[src/rtl/imm_gen_pipe_if.sv]
// imm_gen_pipe_if: instruction-in / decoded-immediate-out handshake bundle
interface imm_gen_pipe_if #(
  parameter int XLEN = 32
);
  logic            in_valid;
  logic            in_ready;
  logic [31:0]     in_ir;
  logic [XLEN-1:0] in_pc;
  logic            out_valid;
  logic            out_ready;
  logic [XLEN-1:0] out_imm;
  logic [2:0]      out_fmt;
  logic            out_illegal;
  logic [XLEN-1:0] out_target;
  modport master (
    output in_valid, in_ir, in_pc, out_ready,
    input  in_ready, out_valid, out_imm, out_fmt, out_illegal, out_target
  );
  modport slave (
    input  in_valid, in_ir, in_pc, out_ready,
    output in_ready, out_valid, out_imm, out_fmt, out_illegal, out_target
  );
endinterface

[src/rtl/imm_gen_pipe.sv]
// imm_gen_pipe: pipelined RV32I immediate, format and PC-target decoder with 2-entry skid buffer
module imm_gen_pipe #(
  parameter int XLEN     = 32,
  parameter int BR_SHIFT = 1
) (
  input logic           clk,
  input logic           rst,
  input logic           flush,
  imm_gen_pipe_if.slave bus
);
  localparam int BW = 2 * XLEN + 4;
  typedef enum logic [1:0] {EMPTY, ONE, FULL} state_t;
  state_t          state, state_nx;
  logic [31:0]     ir;
  logic [6:0]      op;
  logic            is_auipc;
  logic [2:0]      fmt;
  logic [XLEN-1:0] imm, tgt;
  logic [BW-1:0]   dec, main_q, skid_q;
  logic            in_fire, out_fire;
  assign ir       = bus.in_ir;
  assign op       = ir[6:0];
  assign is_auipc = op == 7'b0010111;
  assign in_fire  = bus.in_valid & bus.in_ready;
  assign out_fire = bus.out_valid & bus.out_ready;
  always_comb begin
    fmt = op == 7'b0110011 ? 3'd0 :
          (op == 7'b0000011 || op == 7'b0010011 || op == 7'b1100111) ? 3'd1 :
          op == 7'b0100011 ? 3'd2 :
          op == 7'b1100011 ? 3'd3 :
          (op == 7'b0110111 || is_auipc) ? 3'd4 :
          op == 7'b1101111 ? 3'd5 : 3'd7;
    imm = fmt == 3'd1 ? XLEN'($signed(ir[31:20])) :
          fmt == 3'd2 ? XLEN'($signed({ir[31:25], ir[11:7]})) :
          fmt == 3'd3 ? XLEN'($signed({ir[31], ir[7], ir[30:25], ir[11:8]})) << BR_SHIFT :
          fmt == 3'd4 ? XLEN'($signed({ir[31:12], 12'h000})) :
          fmt == 3'd5 ? XLEN'($signed({ir[31], ir[19:12], ir[20], ir[30:21]})) << BR_SHIFT : '0;
    tgt = (fmt == 3'd3 || fmt == 3'd5 || is_auipc) ? bus.in_pc + imm : '0;
    dec = {fmt == 3'd7, fmt, imm, tgt};
  end
  always_ff @(posedge clk)
    state <= (rst || flush) ? EMPTY : state_nx;
  always_comb
    state_nx = state == EMPTY ? (in_fire ? ONE : EMPTY) :
               state == ONE   ? ((in_fire && !out_fire) ? FULL : (!in_fire && out_fire) ? EMPTY : ONE) :
               (out_fire ? ONE : FULL);
  always_ff @(posedge clk)
    if (rst) begin
      main_q <= '0;
      skid_q <= '0;
    end else if (!flush) begin
      if ((state == FULL && out_fire) || (in_fire && (state == EMPTY || out_fire)))
        main_q <= state == FULL ? skid_q : dec;
      if (in_fire && state == ONE && !out_fire)
        skid_q <= dec;
    end
  always_comb begin
    bus.in_ready  = state != FULL;
    bus.out_valid = state != EMPTY;
    {bus.out_illegal, bus.out_fmt, bus.out_imm, bus.out_target} = main_q;
  end
endmodule
[src/flat_wrapper.sv]
// flat-port wrapper written by rule: the top's interface ports become plain ports
module imm_gen_pipe_flat 
#(
  parameter int XLEN     = 32,
  parameter int BR_SHIFT = 1
)
  (clk, rst, flush, bus_in_valid, bus_in_ir, bus_in_pc, bus_out_ready, bus_in_ready, bus_out_valid, bus_out_imm, bus_out_fmt, bus_out_illegal, bus_out_target);
  imm_gen_pipe_if #(.XLEN(XLEN)) bus_i ();
  input logic clk;
  input logic rst;
  input logic flush;
  input wire logic [$bits(bus_i.in_valid)-1:0] bus_in_valid;
  input wire logic [$bits(bus_i.in_ir)-1:0] bus_in_ir;
  input wire logic [$bits(bus_i.in_pc)-1:0] bus_in_pc;
  input wire logic [$bits(bus_i.out_ready)-1:0] bus_out_ready;
  output wire logic [$bits(bus_i.in_ready)-1:0] bus_in_ready;
  output wire logic [$bits(bus_i.out_valid)-1:0] bus_out_valid;
  output wire logic [$bits(bus_i.out_imm)-1:0] bus_out_imm;
  output wire logic [$bits(bus_i.out_fmt)-1:0] bus_out_fmt;
  output wire logic [$bits(bus_i.out_illegal)-1:0] bus_out_illegal;
  output wire logic [$bits(bus_i.out_target)-1:0] bus_out_target;
  assign bus_i.in_valid = bus_in_valid;
  assign bus_i.in_ir = bus_in_ir;
  assign bus_i.in_pc = bus_in_pc;
  assign bus_i.out_ready = bus_out_ready;
  assign bus_in_ready = bus_i.in_ready;
  assign bus_out_valid = bus_i.out_valid;
  assign bus_out_imm = bus_i.out_imm;
  assign bus_out_fmt = bus_i.out_fmt;
  assign bus_out_illegal = bus_i.out_illegal;
  assign bus_out_target = bus_i.out_target;
  imm_gen_pipe #(.XLEN(XLEN), .BR_SHIFT(BR_SHIFT)) u_core (.clk(clk), .rst(rst), .flush(flush), .bus(bus_i));
endmodule
[config.mk]
export PLATFORM = sky130hd
export DESIGN_NAME = imm_gen_pipe_flat
export DESIGN_NICKNAME = d
export VERILOG_FILES = /design/src/rtl/imm_gen_pipe_if.sv /design/src/rtl/imm_gen_pipe.sv /design/src/flat_wrapper.sv
export SDC_FILE = /design/constraint.sdc
export NUM_CORES = 1
export LEC_CHECK = 0
export CORE_MARGIN = 3
export CORE_UTILIZATION = 40
export DETAILED_ROUTE_END_ITERATION = 7
export HOLD_SLACK_MARGIN = 0.03
export SYNTH_ARGS = -nofsm -noshare
export SYNTH_HDL_FRONTEND = slang
export SYNTH_SLANG_ARGS = --single-unit
[constraint.sdc]
create_clock -name clk -period 9.7 [get_ports clk]
set_clock_uncertainty 0.05 [all_clocks]
set_input_delay 1.94 -clock clk [delete_from_list [all_inputs] [get_ports clk]]
set_output_delay 1.94 -clock clk [all_outputs]
set_load 0.005 [all_outputs]
==> run summary, run 1 <==
The floorplan step set the die height to 146 um. The biggest area consumer among synthesized cells is dfxtp_1. The die outline area came out at between 20000 and 25000 um^2.

Summing over every cut layer, the via total after detailed routing is 7500. The H-tree generated during clock tree synthesis spans 4 levels. The endpoint with the worst hold slack is u_core.skid_q[1]. The die is around 150 um wide. The root buffer cell chosen for the clock tree is clkbuf_16.

The clock sink count is 138. Using the TritonRoute via totals, the vias-per-cell ratio works out to 5.40. The net count of the mapped netlist is approximately 1100.

For the worst setup path, the data required time is 9.98 ns. The synthesized area is 7810 um^2. The number of warnings reported in the yosys synthesis log is 0. The row count is 50. With fillers left out, the area of the finished cells amounts to between 9000 and 10000 um^2.

After clock tree synthesis, the clock-pin slew on the worst setup and hold paths is 0.06 ns. The clock tree buffer depth is 2. The number of standard cells after synthesis came out at about 1000.

The worst setup path is captured at a flip-flop. The total clock buffers created by CTS came out at 17. The setup slack of the worst register-to-register path is 6.98 ns.

For the worst setup path, the data arrival time is approximately 6.6 ns. The first global-routing pass estimated 38900 um of wire. The minimum clock period is 6.30 ns. The initial core utilization came out at 41.2%.

The clock latency reported for the late side of the worst-skew pair came out at 0.42 ns. The repair_antennas step left the layout with diodes totalling 0. The count of final hold-check violations came out at 0.

By count the netlist is led by nor2_1 (175), dfxtp_1 (138), a21oi_1 (109). In this run the tightest slew margin relative to its limit is roughly 28%. TritonCTS built the clock tree. VDD sags by at most roughly 0.12 mV. The post-detailed-route count of antenna-violating nets is 0.

The peak clock frequency supported by timing came out at 159 MHz. The area share of the leading cell type in the synthesized netlist is 35.4%. The remaining global-route overflow came out at 0. The area of the core is 19000 um^2.

The routed wirelength normalized by instance count came out at 17.3 um. The final sum of negative setup slack is 0 ns. The post-CTS resize count came out at 0. The number of design-rule violations left by the first detailed-router iteration is around 520. The endpoint identified for the worst register-to-register timing path is u_core.state[0]. The fraction of the yosys area taken by sequential cells is 35.4%. The total of flip-flops plus latches after synthesis is 138.

The number of max-slew violations in the final report is 0. The fraction of layout cells with a size suffix above 1 is 5.84%. The number of cells on the worst hold path is 2.

The startpoint identified for the worst hold timing path is u_core.skid_q[1]. The average cell area after synthesis came out at 7.59 um^2. The smallest setup slack after layout came out at 3.40 ns. The startpoint identified for the worst register-to-register timing path is u_core.state[1]. The number of flops mapped to enable cells by yosys is 0. The largest driver fanout on the critical path came out at 11.

The final design utilization is 52.1%. The flow ran to the end, and the final reports show no timing, DRC or antenna violations. In this run the power density over the cells is around 150 nW/um^2. Buffers added to address setup during post-CTS repair amount to 0. The number of antenna violations at the first check in global routing came out at 0.

The placed wire-length estimate after detailed placement came out at roughly 17000 um. For the worst flop-to-flop path, the logic depth is 8. The via count of the first global-routing pass came to 6936. The placement-stage worst setup slack is 3.04 ns. After synthesis, the cell types taking the most area are dfxtp_1 (35%), nor2_1 (8.4%), a21oi_1 (7.0%), ha_1 (6.4%), a211oi_1 (6.3%).

For the pin with the worst max-slew slack, the measured transition is 1.06 ns. The cell with the most instances after synthesis is nor2_1. The final layout contains routed wiring with a total length of between 20000 and 25000 um. The reported leakage power is 3.94 nW.

The combined global-route utilization of all metal layers came out at a little under a quarter. The fraction of synthesis flops using an asynchronous set or reset pin came out at 0%. Setup repair after global routing left no endpoint under its margin. During I/O placement, the number of pins put on the boundary was 139. The post-detailed-route DRC marker count is 0.

The leading register cell type out of synthesis is dfxtp_1. The tool flagged a number of max-cap violations equal to 0. The post-place instance area came out at approximately 9300 um^2. The post-layout net count came out at 1228. Entering global routing, the biggest net connects 93 pins. The count of buffers inserted at the top-level ports is approximately 140. The relative area change from synthesis to final layout came out at 26.4%. The worst setup path is of the in -> reg kind. The distinct cell type count of the synthesized netlist is between 60 and 70. Before antenna repair, the detailed router went through 5 iterations.

The worst setup path is launched from a primary input. Routability-driven placement finished with a final weighted congestion of 0.897. The quantity of hold-fixing buffers added after cts is 0. The final count of negative-setup-slack endpoints came out at 0.

The worst hold path class is reg -> reg. The final critical path takes up between 60% and 70% of the cycle.
-- worst max-delay path: stages --
cell and delay, ns:
clkdlybuf4s50_1 0.60, and3b_1 0.29, a22oi_1 0.13, nor3b_2 0.67
o21ai_1 0.47, o21a_1 0.32, inv_1 0.06, ha_1 0.27
a211o_1 0.27, a221o_1 0.26, o21ai_1 0.11, nand2_1 0.09
o21ai_1 0.20, nand2_1 0.13, a311oi_2 0.36, nand4_1 0.13
a311oi_1 0.28
-- layout by cell type (no fill, tap or decap), types with 8 or more instances in the layout --
cell,instances
nand2_1,105
clkbuf_16,17
a22oi_1,8
nor3_1,22
a31oi_1,8
buf_4,9
nor2_1,175
inv_1,30
o21ai_0,26
ha_1,40
a21o_1,17
nor2b_1,8
and2_1,10
a311oi_1,18
dfxtp_1,138
xor2_1,15
nand3_1,45
o21a_1,14
xnor2_1,12
clkdlybuf4s50_1,137
a21oi_1,109
a211oi_1,66
-- how the worst max path moves through the flow --
stage	cells after the start	to	start
5_1_grt	17	u_core.main_q[30]	bus_in_ir[6]
3_5_place_dp	17	u_core.main_q[30]	bus_in_ir[6]
4_1_cts	17	u_core.main_q[30]	bus_in_ir[6]
2_1_floorplan	18	u_core.main_q[30]	bus_in_ir[2]
3_3_place_gp	17	u_core.main_q[30]	bus_in_ir[6]
6_report	17	u_core.main_q[30]	bus_in_ir[6]
-- metal layers --
metal | GRT usage (%) | vias to the layer above | part of all wire, %
met5 | 0 | - | 0
met4 | 5.70 | 0 | 1.3
met3 | 4.33 | 19 | 5.4
met2 | 32.8 | 224 | 43
met1 | 34.2 | 3451 | 50
li1 | - | 3806 | -
-- power by group --
group	switching [W]	internal (W)	total (W)
logic	0.000104	0.0000905	0.000195
registers	0.00000948	0.000583	0.000592
clock network	0.000266	0.000394	0.000659
-- kinds of logic after synthesis --
group                      Yosys count  synth area share [%]
AOI/OAI and AO/OA                  305                  25.7
adders and majority gates           41                  6.66
DFF                                138                  35.4
buffers and inverters              108                  5.44
muxes                                2                 0.256
and+or+nand+nor                    409                  23.6
xor gates and xnor gates            27                  3.03
-- flip-flops by register name, indices dropped and copies added, names as in the netlist --
register       flops
u_core.main_q     68
u_core.state       2
u_core.skid_q     68
-- area by class of cell --
type / count / area [um^2]
Fill cell: 1876 / 9080
Multi-Input combinational cell: 784 / 4640
Sequential cell: 138 / 2760
Timing Repair Buffer: 146 / 1440
Clock buffer: 19 / 453
Tap cell: 260 / 325
Clock inverter: 12 / 135
Inverter: 31 / 116
-- per-stage QoR --
stage | instances | power [W] | hold WS, ns
after floorplan | 1030 | 0.000705 | 0.382
after detailed placement | 1359 | 0.000799 | 0.396
after CTS | 1390 | 0.00146 | 0.405
after global placement | 1359 | 0.000799 | 0.388
final | 1390 | 0.00145 | 0.404
after global routing | 1390 | 0.00150 | 0.425
No activity file was read; power rests on OpenSTA's default activity.
==> run 2: changes to the inputs <==
PLACE_DENSITY = 0.66   (was not set)
clock period = 5.2 ns   (was 9.7 ns; I/O delays follow)
==> run summary, run 2 (synthesized netlist as in run 1, its figures left out) <==
The number of iterations in the first detailed-routing pass is 5 (unchanged). The smallest setup slack after layout is 0.260 ns (-3.14 ns). The number of antenna violations at the first check in global routing is 0 (unchanged). The number of maximum-capacitance constraint violations came out at 0 (unchanged).

The relative area change from synthesis to final layout is 30.2%. The count of final hold-check violations came out at 0 (unchanged). The number of max-slew violations in the final report is 0 (unchanged).

In this design, the largest share of critical-path delay is due to compound AO/OA/AOI/OAI gates. The die outline area is 21300 um^2 (unchanged). The top cell types in the final layout, fill and taps aside, are nor2_1 (175), dfxtp_1 (138), clkdlybuf4s50_1 (137). The number of vias per cell is 5.47 (+1.4%). The clock-pin slew of the registers on the worst-case setup and hold paths came out at 0.06 ns (about the same). Tracing the worst setup path back leads to its startpoint at bus_in_ir[6]. The final sum of negative setup slack is 0 ns (unchanged). The deepest level of the CTS H-tree came out at 4 (unchanged). The post-detailed-route count of antenna-violating nets came out at 0 (unchanged). The number of design-rule violations left by the first detailed-router iteration came to 667 (+28%). The combined global-route utilization of all metal layers is 23.3% (+0.74 points). The final wirelength came out at 25100 um (+4.0%). The routed wirelength normalized by instance count is 17.6 um (+1.5%).

The count of buffers inserted at the top-level ports is 138 (unchanged). The maximum number of pins on one net before global-route repair was 93 (unchanged). The summed area of non-filler cells in the final layout came out at 10200 um^2 (+3.0%). The quantity of hold-fixing buffers added after cts is 0 (unchanged).

The row count came out at 50 (unchanged). The power per standard cell area came to 273 nW/um^2 (+87%). The peak clock frequency supported by timing is approximately 200 MHz.

The category of the worst setup path capture point is a flip-flop. The peak supply drop is 0.235 mV (+97%). The transition time of the tightest slew-check pin came out at 0.993 ns (-0.0714 ns).

The cell with the largest stage delay on the worst path is a21oi_1. The post-place instance area came out at 9550 um^2 (+2.9%). In this run the clock root is driven by a clkbuf_16. The reported leakage power is 4.12 nW (+4.7%). The worst hold path class is reg -> reg.

The placement-stage worst setup slack is -0.169 ns (-3.21 ns). The total number of vias is 7795 (+3.9%). The remaining max-slew budget at the tightest pin came out at 33.8% (+5.5 points). Walking the worst path, the cells encountered are clkdlybuf4s50_1, and3b_1, buf_4, nand2_1, a21oi_1, or2_2, and2_1, ha_1, nand2_1, o211a_1, nor3_1, o21ai_1, a211oi_1, nor2b_1, xnor2_1, a221oi_1, nor3_1. In the final layout, the registers with the most flip-flops are u_core.main_q: 68 flops, u_core.skid_q: 68 flops, u_core.state: 2 flops. The routability-driven placement congestion ratio was 0.938 (+4.5%). The delay of the slowest critical-path stage came out at 0.51 ns (-0.16 ns). The number of antenna cells inserted came out at 0 (unchanged). The remaining global-route overflow is 0 (unchanged). The floorplan die width is 146 um (unchanged). The start point of the worst hold path is u_core.skid_q[7]. The worst path required time came to 5.44 ns (-4.54 ns). The area of the core came to 19000 um^2 (unchanged).

The flow ran to the end, and the final reports show no timing, DRC or antenna violations. The post-route fraction of the period consumed by the critical path is 95.0%. The library cell used most frequently in the layout, excluding fill and tap cells, is nor2_1.

In this run the critical register-to-register path is launched from u_core.state[1]. The initial core utilization came out at 41.2% (unchanged). The worst endpoint data arrival time came out at 5.18 ns (-1.40 ns). The boundary pin count is 139 (unchanged). The post-detailed-route DRC marker count is 0 (unchanged). The clock tree buffer depth came out at 2 (unchanged). The final design utilization is 53.7% (+1.6 points). The minimum clock period is 4.94 ns.

Setup repair after global routing left no endpoint under its margin. The global-route wire length before repair was 40200 um (+3.4%). The clock latency reported for the late side of the worst-skew pair came out at 0.43 ns (about the same).

The kind of critical path is in -> reg. The final count of negative-setup-slack endpoints came to 0 (unchanged). The fraction of layout cells with a size suffix above 1 is 8.67% (+2.8 points). The largest driver fanout on the critical path is 6 (-5). The via count of the first global-routing pass came to 7222 (+4.1%).

The launching element type of the critical path is a primary input. TritonCTS built the clock tree. The number of fillers in the final layout is 1829 (-2.5%). The total buffers and inverters traversed by the critical path is 2 (unchanged).

The post-layout net count is 1262 (+2.8%). The clock sink count came out at 138 (unchanged). The total clock buffers created by CTS was 17 (unchanged). The placed wire-length estimate after detailed placement was 18000 um (+7.2%). The height of the die is 146 um (unchanged).
## run 2: cell types whose count changed in the layout (fill, tap and decap cells not counted), moves of 2 or more
cell	delta
buf_4	+33
clkbuf_8	-2
clkinv_4	+2
inv_8	+2
## run 2: repair_timing
action                                  4_1_cts  5_1_grt
setup buffers                                 0        0
resized for setup                             0        1
endpoints found under the setup margin        0        3
## run 2: layout make-up
cell class | instances | area, um^2 | area share [%]
timing repair buffer | 180 | 1710 | 16.8
tap | 260 | 325 | 3.20
clock inverter | 15 | 189 | 1.86
sequential | 138 | 2760 | 27.2
clock buffer | 17 | 425 | 4.18
multi-input combinational | 784 | 4650 | 45.7
inverter | 31 | 116 | 1.14
## run 2: worst paths after layout
kind,endpoint,cells past startpoint,slack [ns]
worst max-delay path,u_core.main_q[15],17,0.26
worst min-delay path,u_core.skid_q[7],2,0.40
worst max register to register,u_core.state[0],8,2.49
worst min register to register,u_core.skid_q[7],2,0.40
## run 2: power breakdown
part / internal, W / switching [W] / total, W
Combinational: 0.000181 / 0.000201 / 0.000382
Sequential: 0.00109 / 0.0000176 / 0.00110
Clock: 0.000767 / 0.000527 / 0.00129
Total: 0.00203 / 0.000746 / 0.00278
## run 2: metrics by stage
step                      instances  hold slack, ns  power [W]
after floorplan                1030           0.382    0.00132
after global placement         1393           0.388    0.00151
after detailed placement       1393           0.397    0.00151
after CTS                      1425           0.404    0.00279
after global routing           1425           0.418    0.00288
final                          1425           0.405    0.00278
## run 2: routing by layer
layer	vias up	GRT usage, %	share of wire (%)
met4	0	8.17	2.5
met3	34	4.67	5.6
li1	3882	-	-
met5	-	0	0
met2	257	34.5	43
met1	3622	33.7	49
## run 2: worst reg2reg max path, cell delays in order, from the launching register on
cell      delay [ns]
dfxtp_1         0.43
nor2b_2         0.17
buf_4           0.46
inv_2           0.10
buf_4           0.42
and2_1          0.37
ha_1            0.28
a211oi_1        0.23
nor4_1          0.06
==> run 3: changes to the inputs <==
CAP_MARGIN = 20   (was not set)
CTS_BUF_LIST = sky130_fd_sc_hd__clkbuf_8   (was not set)
==> run summary, run 3 (synthesized netlist as in run 1, its figures left out) <==
The run finished with clean final reports. The met3 track utilization from global routing is 4.30% (-0.37 points). The minimum clock period came out at 4.88 ns (-0.0570 ns). The boundary pin count is 139 (unchanged). The number of fillers in the final layout came out at 1857 (+1.5%).

The count of final hold-check violations came out at 0 (unchanged). The row count came out at 50 (unchanged). The via count of the first global-routing pass was 7206 (-0.22%). The post-detailed-route count of antenna-violating nets came out at 0 (unchanged). The largest registers in the layout are u_core.main_q: 68 flops, u_core.skid_q: 68 flops, u_core.state: 2 flops. The clock-pin slew of the registers on the worst-case setup and hold paths is 0.08 ns (+0.02 ns). The final non-filler cell total is 1425 (unchanged). The number of antenna violations at the first check in global routing is 0 (unchanged). The number of maximum-capacitance constraint violations is 0 (unchanged). The number of vias per cell came out at 5.44 (-0.46%).

The number of cells on the worst hold path came out at 2 (unchanged). The met2 global-route usage is 34.4% (-0.12 points). CTS placed an instance of clkbuf_8 at the clock tree root.

The final wirelength is 25000 um (-0.30%). The relative area change from synthesis to final layout is 27.7%. The clock latency reported for the late side of the worst-skew pair came out at 0.46 ns (+0.03 ns).

The number of max-slew violations in the final report is 0 (unchanged). The area of the core is 19000 um^2 (unchanged). The summed area of non-filler cells in the final layout came out at 9980 um^2 (-1.9%). The floorplan die width is 146 um (unchanged). The deepest level of the CTS H-tree came out at 4 (unchanged).

After global routing, the most crowded layer is met2. The placement-stage worst setup slack is -0.169 ns (unchanged). The final sum of negative setup slack was 0 ns (unchanged). STA classifies the critical path startpoint as a primary input.

The die outline area came to 21300 um^2 (unchanged). The peak clock frequency supported by timing is 205 MHz (+1.2%). The tightest hold margin was 0.407 ns (+0.00243 ns). The power per standard cell area came out at 246 nW/um^2 (-10%). The library cell used most frequently in the layout, excluding fill and tap cells, is nor2_1. The smallest setup slack after layout is 0.317 ns (+0.0570 ns).

The transition time of the tightest slew-check pin is 1.00 ns (+0.0115 ns). The number of antenna cells inserted is 0 (unchanged). The number of cell instances on the worst register-to-register path came out at 8 (unchanged). The maximum number of pins on one net before global-route repair is 93 (unchanged). Setup repair after global routing left no endpoint under its margin. The number of design-rule violations left by the first detailed-router iteration came out at 599 (-10%). The routability-driven placement congestion ratio is 0.938 (unchanged). The clock tree buffer depth came to 2 (unchanged).

The post-place instance area came out at 9550 um^2 (unchanged). The clock sink count is 138 (unchanged). The count of buffers inserted at the top-level ports was 138 (unchanged). The remaining max-slew budget at the tightest pin came to 33.1% (-0.77 points). The total number of vias is 7759 (-0.46%). The peak supply drop came to 0.167 mV (-29%). The worst endpoint data arrival time is 5.16 ns (-0.02 ns).

The total clock buffers created by CTS is 17 (unchanged). The post-route fraction of the period consumed by the critical path came out at 93.9% (-1.1 points). The number of buffers inserted to repair setup after CTS is 0 (unchanged). The largest driver fanout on the critical path came out at 6 (unchanged). The quantity of hold-fixing buffers added after cts came out at 0 (unchanged). The reported leakage power is 4.04 nW (-2.1%). The global-route wire length before repair is 40100 um (-0.28%).

The worst setup path is captured at a flip-flop. The post-layout net count came out at 1262 (unchanged). The routed wirelength normalized by instance count came to 17.5 um (-0.30%). The post-CTS resize count came out at 0 (unchanged). The number of placed instances with taps included came out at 1393 (unchanged). In the layout the commonest cells are nor2_1 (175), dfxtp_1 (138), clkdlybuf4s50_1 (137). The final count of negative-setup-slack endpoints came out at 0 (unchanged). The number of iterations in the first detailed-routing pass is 5 (unchanged). The remaining global-route overflow is 0 (unchanged). The initial core utilization came to 41.2% (unchanged). The combined global-route utilization of all metal layers came out at 23.3% (-0.071 points). The placed wire-length estimate after detailed placement is 18000 um (unchanged). The height of the die is 146 um (unchanged). The routing usage on met1 is 33.9% (+0.16 points). The post-detailed-route DRC marker count is 0 (unchanged).

The fraction of layout cells with a size suffix above 1 came to 8.67% (unchanged). By startpoint and endpoint, the worst setup path is classified as in -> reg. The min-delay analysis places its worst path in the category reg -> reg.

TritonCTS built the clock tree. The worst path required time came out at 5.48 ns (+0.04 ns).
==> run 3: cell types whose count changed in the layout (fill, tap and decap cells not counted) <==
cell       change
clkbuf_16     -17
clkbuf_8      +17
==> run 3: worst max-delay path, stage by stage <==
cell and delay (ns):
clkdlybuf4s50_1 0.50, and3b_1 0.19, buf_4 0.13, nand2_1 0.09
a21oi_1 0.48, or2_2 0.28, and2_1 0.20, ha_1 0.25
nand2_1 0.10, o211a_1 0.23, nor3_1 0.27, o21ai_1 0.15
a211oi_1 0.34, nor2b_1 0.11, xnor2_1 0.17, a221oi_1 0.52
nor3_1 0.09
==> run 3: worst paths after layout <==
check	slack (ns)	to	start
max	0.32	u_core.main_q[15]	bus_in_ir[6]
min	0.41	u_core.skid_q[3]	u_core.skid_q[3]
max reg2reg	2.48	u_core.state[0]	u_core.state[1]
min reg2reg	0.41	u_core.skid_q[3]	u_core.skid_q[3]
==> run 3: per-layer routing <==
metal | wire (um) | up-vias
li1 | - | 3875
met1 | 12300 | 3616
met2 | 10700 | 239
met3 | 1350 | 29
met4 | 608 | 0
met5 | 0 | -
==> run 3: final cells by class <==
class	count	area [um^2]	area share [%]
multi-input cells	784	4650	46.6
flip-flops and latches	138	2760	27.7
repair buffers	180	1710	17.1
well taps	260	325	3.26
clock buffers	17	234	2.34
clock inverters	15	189	1.89
inverters	31	116	1.17
==> run 3: stage by stage <==
stage	utilization, %	power (W)
global route	52.7	0.00255
detailed placement	50.4	0.00151
floorplan	-	0.00132
CTS	52.6	0.00247
global placement	50.4	0.00151
finish	52.7	0.00245
==> run 3: where the power goes <==
part	internal, W	switching, W	total [W]
Clock	0.000486	0.000481	0.000967
Sequential	0.00109	0.0000177	0.00110
Combinational	0.000181	0.000201	0.000382
Total	0.00175	0.000700	0.00245
